`src/rtl/bcd_cascade_counter_pkg.sv`:
```
// Shared definitions for the cascaded modulo-N counter: radix constants,
// the per-digit operation encoding and the digit-width helper.
package bcd_cascade_counter_pkg;

  localparam int BCD_RADIX = 10;
  localparam int HEX_RADIX = 16;

  typedef enum logic [1:0] {
    OP_HOLD,
    OP_STEP,
    OP_LOAD,
    OP_CLEAR
  } digit_op_e;

  // Bits needed for one digit; never less than 1 so RADIX = 2 still has a bit.
  function automatic int clog2_min1(input int value);
    return (value <= 2) ? 1 : $clog2(value);
  endfunction

endpackage

```
`src/rtl/bcd_cascade_counter_modn_digit.sv`:
```
// One modulo-RADIX digit with clear > load > step priority and
// at_max/at_min flags feeding the carry chain of the enclosing counter.
module modn_digit
  import bcd_cascade_counter_pkg::*;
#(
  parameter  int RADIX = BCD_RADIX,
  localparam int W     = clog2_min1(RADIX)
) (
  input  logic         clk,
  input  logic         rst,
  input  logic         step,
  input  logic         up_dn,
  input  logic         clear,
  input  logic         load,
  input  logic [W-1:0] din,
  output logic [W-1:0] q,
  output logic         at_max,
  output logic         at_min
);

  localparam logic [W-1:0] MAXV = W'(RADIX - 1);

  logic [W-1:0] q_q, q_d;
  digit_op_e    op;

  always_comb begin
    op = OP_HOLD;
    if (clear)     op = OP_CLEAR;
    else if (load) op = OP_LOAD;
    else if (step) op = OP_STEP;
  end

  assign at_max = (q_q == MAXV);
  assign at_min = (q_q == '0);

  always_comb begin
    q_d = q_q;
    case (op)
      OP_CLEAR: q_d = '0;
      // Out-of-range load digits are forced to zero so the digit stays legal.
      OP_LOAD:  q_d = ({1'b0, din} < (W + 1)'(RADIX)) ? din : '0;
      OP_STEP: begin
        if (up_dn) q_d = at_max ? '0   : q_q + 1'b1;
        else       q_d = at_min ? MAXV : q_q - 1'b1;
      end
      default:  q_d = q_q;
    endcase
  end

  always_ff @(posedge clk or posedge rst) begin
    if (rst) q_q <= '0;
    else     q_q <= q_d;
  end

  assign q = q_q;

endmodule

```
`src/rtl/bcd_cascade_counter.sv`:
```
// N_DIGITS-digit modulo-RADIX up/down counter with synchronous carry/borrow,
// clear, parallel load with illegal-digit flag, and a cascadable terminal count.
module bcd_cascade_counter
  import bcd_cascade_counter_pkg::*;
#(
  parameter  int RADIX    = BCD_RADIX,
  parameter  int N_DIGITS = 2,
  localparam int DIGIT_W  = clog2_min1(RADIX)
) (
  input  logic                        clk,
  input  logic                        rst,
  input  logic                        en,
  input  logic                        cin,
  input  logic                        up_dn,
  input  logic                        clear,
  input  logic                        load,
  input  logic [N_DIGITS*DIGIT_W-1:0] load_val,
  output logic [N_DIGITS*DIGIT_W-1:0] out,
  output logic                        tc,
  output logic                        load_err
);

  logic                step_en;
  logic [N_DIGITS:0]   carry;
  logic [N_DIGITS-1:0] at_max, at_min, illegal;
  logic                load_err_q, load_err_d;

  assign step_en  = en & cin;
  assign carry[0] = 1'b1;

  // carry[k] is high when every digit below k sits at its wrap value for the
  // current direction, so all digits step on the same edge without rippling.
  for (genvar k = 0; k < N_DIGITS; k++) begin : g_digit
    logic [DIGIT_W-1:0] din_k;

    assign din_k        = load_val[k*DIGIT_W +: DIGIT_W];
    assign illegal[k]   = ({1'b0, din_k} >= (DIGIT_W + 1)'(RADIX));
    assign carry[k + 1] = carry[k] & (up_dn ? at_max[k] : at_min[k]);

    modn_digit #(
      .RADIX (RADIX)
    ) u_digit (
      .clk    (clk),
      .rst    (rst),
      .step   (step_en & carry[k]),
      .up_dn  (up_dn),
      .clear  (clear),
      .load   (load),
      .din    (din_k),
      .q      (out[k*DIGIT_W +: DIGIT_W]),
      .at_max (at_max[k]),
      .at_min (at_min[k])
    );
  end

  assign tc = step_en & carry[N_DIGITS];

  always_comb begin
    load_err_d = 1'b0;
    if (!clear && load) load_err_d = |illegal;
  end

  always_ff @(posedge clk or posedge rst) begin
    if (rst) load_err_q <= 1'b0;
    else     load_err_q <= load_err_d;
  end

  assign load_err = load_err_q;

endmodule
```
`config.mk`:
```
export PLATFORM = sky130hd
export DESIGN_NAME = bcd_cascade_counter
export DESIGN_NICKNAME = d
export VERILOG_FILES = /design/src/rtl/bcd_cascade_counter_pkg.sv /design/src/rtl/bcd_cascade_counter_modn_digit.sv /design/src/rtl/bcd_cascade_counter.sv
export SDC_FILE = /design/constraint.sdc
export NUM_CORES = 1
export LEC_CHECK = 0
export CAP_MARGIN = 20
export CORE_MARGIN = 5
export CORE_UTILIZATION = 30
export CTS_CLUSTER_SIZE = 25
export DETAILED_ROUTE_END_ITERATION = 8
export GPL_TIMING_DRIVEN = 0
export PLACE_DENSITY_LB_ADDON = 0.05
export SLEW_MARGIN = 20
export SYNTH_ARGS = -nofsm -noshare
export SYNTH_HDL_FRONTEND = slang
export SYNTH_HIERARCHICAL = 1
export SYNTH_SLANG_ARGS = --single-unit
```
`constraint.sdc`:
```
create_clock -name clk -period 4.5 [get_ports clk]
set_clock_uncertainty 0.15 [all_clocks]
set_input_delay 1.125 -clock clk [delete_from_list [all_inputs] [get_ports clk]]
set_output_delay 1.125 -clock clk [all_outputs]
set_load 0.01 [all_outputs]
```
==> metrics.yaml <==
max_freq_mhz: 259
antenna_found_initial: 0
grt_max_degree: 10
min_period_ps: 3860
outcome: "finished, final reports clean"
place_inst: 204
htree_levels: 1
cts_resized: 0
ios: 25
drtAntennaViolNets: 0
die-area_mm2: 0.00482
cp_cell_sequence: "clkdlybuf4s50_1 > mux2i_1 > nor3_2 > clkdlybuf4s50_1"
synth_seq_cells: 9
synthAdderAreaFrac_pct: 14.2
syn-num-nets: 161
finalSetupTns_ps: 0
rsz0062_at_grt: "false"
cts_root_buf: "clkbuf_4"
critPathBufInv: 2
syn_area_per_cell_um2: 7.91
crit_type: "input port to output pin"
period_share_pct: 85.7
drc: 0
synth-simple-area-share_pct: 28.9
num-nets-final: 190
setup_viol: 0
cp.arrival_ps: 2580
grt_pass1_wl_um: 4560
drv_cap: 0
vdd_drop_max_mv: 0.0712
synth-xor-area-share_pct: 0
coreArea_mm2: 0.00339
tightestPinTransition_ps: 308
crit_path_end_kind: "output pin"
die_h_um: 69.4
cts_setup_buffers: 0
fin_cells: 208
leakagePower_nw: 0.600
area_growth_pct: 30.6
fin_total_pwr_w: 0.000243
synth_top_cells_by_area: "dfrtp_1 21%, ha_1 14%, nand2_1 6.0%, inv_1 5.7%, buf_6 4.3%"
drt_first_pass_iters: 4
ys.flop_type: "dfrtp_1"
start_util_pct: 31.3
io_buffers: 24
die_width_um: 69.4
clk_latency_ps: 260
place.gp.congestion: 0.832
cts_inserted_buffers: 3
slowest_delay_ps: 570
yosysWarnings: 6
worst_path_max_delay_cell: "clkdlybuf4s50_1"
drive_gt1_share_pct: 11.1
n_antenna_cell: 0
hold_viol_final: 0
path_common_cell: "clkdlybuf4s50_1"
synth_top_family_by_area: "simple AND/OR/NAND/NOR gates"
required_ps: 3220
grt.total_usage_pct: 11.2
p_per_area_mw_per_mm2: 176
critical_path_peak_fanout: 4
maxSlewHeadroom_pct: 79.4
ys_async_sr_fraction_pct: 100
viasPerCell: 4.90
synth-seq-area-share_pct: 21.3
fin_hold_ws_ps: 511
maxSlewViolCount: 0
hpwl_um: 2090
synth_cells: 134
worstHoldPathType: "flop to flop"
startpoint_type: "input port"
wl_um: 2580
cts.path.max_buffers: 2
tritoncts: "built"
cpLargestDelayFamily: "buffers and inverters"
clk_pin_slew_ps: 60
fillCellCount: 351
clock-sinks: 9
avgRoutedWirePerCell_um: 12.4
post-synth-top-area-fraction_pct: 21.3
first_global_vias: 1017
synth_mux_area_share_pct: 1.89
rows: 21
synth-edff-count: 0
synth_compound_area_share_pct: 22.4
drt_iter0_drc: 40
ys_types: 31
yosys.area.top_type: "dfrtp_1"
cts_hold_buffers: 0
vias: 1020
syn_area_mm2: 0.00106
grt_overflow: 0
final_core_util_pct: 40.8
## state kept, by name (all words and copies together) (netlist names)
register,flops
g_digit.u_digit/q,8
load_err,1
## layer usage
metal | up-vias | part of all wire, % | GRT usage (%)
li1 | 534 | - | -
met1 | 457 | 53 | 16.5
met2 | 29 | 42 | 16.0
met3 | 0 | 5.1 | 2.46
met4 | 0 | 0 | 3.25
met5 | - | 0 | 0
## where the power goes
group          switching [W]  total [W]  internal [W]
Sequential        0.00000618  0.0000911     0.0000849
Combinational      0.0000457  0.0000918     0.0000461
Clock              0.0000260  0.0000600     0.0000340
Total              0.0000779   0.000243      0.000165
## placed cells by master, fill, tap and decap left out, drive strengths merged, types with 3 or more instances in the layout
master / instances
nand3: 6
a21oi: 3
nor2: 9
o21ai: 10
clkbuf: 4
inv: 16
clkdlybuf4s50: 24
o211ai: 4
ha: 12
nor2b: 4
nand2: 17
nand2b: 5
nand4: 4
buf: 6
a32oi: 4
dfrtp: 9
nor3: 3
## worst reg2reg max path: cells and delay by family, from the launching register on
family          cells  cell delay, ps
compound gates      3             500
fa+ha+maj           2             480
buf+inv             2             210
flops               1             480
mux                 1             150
simple gates        4             780
## worst paths after layout
kind,slack (ps),depth (start not counted),to,start
worst min register to register,510,2,g_digit[1].u_digit/q[1]$_DFFE_PP0P_,g_digit[1].u_digit/q[1]$_DFFE_PP0P_
min in group asynchronous,910,2,load_err$_DFF_PP0_,rst
worst max register to register,1710,12,g_digit[1].u_digit/q[3]$_DFFE_PP0P_,g_digit[0].u_digit/q[0]$_DFFE_PP0P_
worst max-delay path,640,4,tc,up_dn
max in group asynchronous,3080,2,g_digit[1].u_digit/q[2]$_DFFE_PP0P_,rst
worst min-delay path,510,2,g_digit[1].u_digit/q[1]$_DFFE_PP0P_,g_digit[1].u_digit/q[1]$_DFFE_PP0P_
## through the flow
stage	setup slack [ps]	cell area, um2
final	645	1380
after global placement	619	1360
after global routing	555	1380
after floorplan	1750	1060
after detailed placement	643	1360
after CTS	630	1380
## synthesized netlist by cell type (3+ instances only)
cell type   n
nand2_1    17
a21oi_1     3
nor2b_1     4
o211ai_1    4
nand3_1     6
a32oi_1     4
nor2_1      7
ha_1       12
buf_6       4
nand2b_1    5
dfrtp_1     9
nand4_1     4
o21ai_0     6
inv_1      16
## final cells by class
class	count	area (um2)	share of cell area, %
Multi-Input combinational cell	103	714	51.6
Inverter	16	60.1	4.34
Tap cell	46	57.6	4.16
Buffer	6	60.1	4.34
Sequential cell	9	225	16.3
Clock buffer	4	26.3	1.90
Timing Repair Buffer	24	240	17.4
## cell families after synthesis
group,Yosys count
compound gates,33
fa+ha+maj,12
flops,9
simple gates,56
mux,2
buf+inv,22
Power figures use the tool's default switching activity.
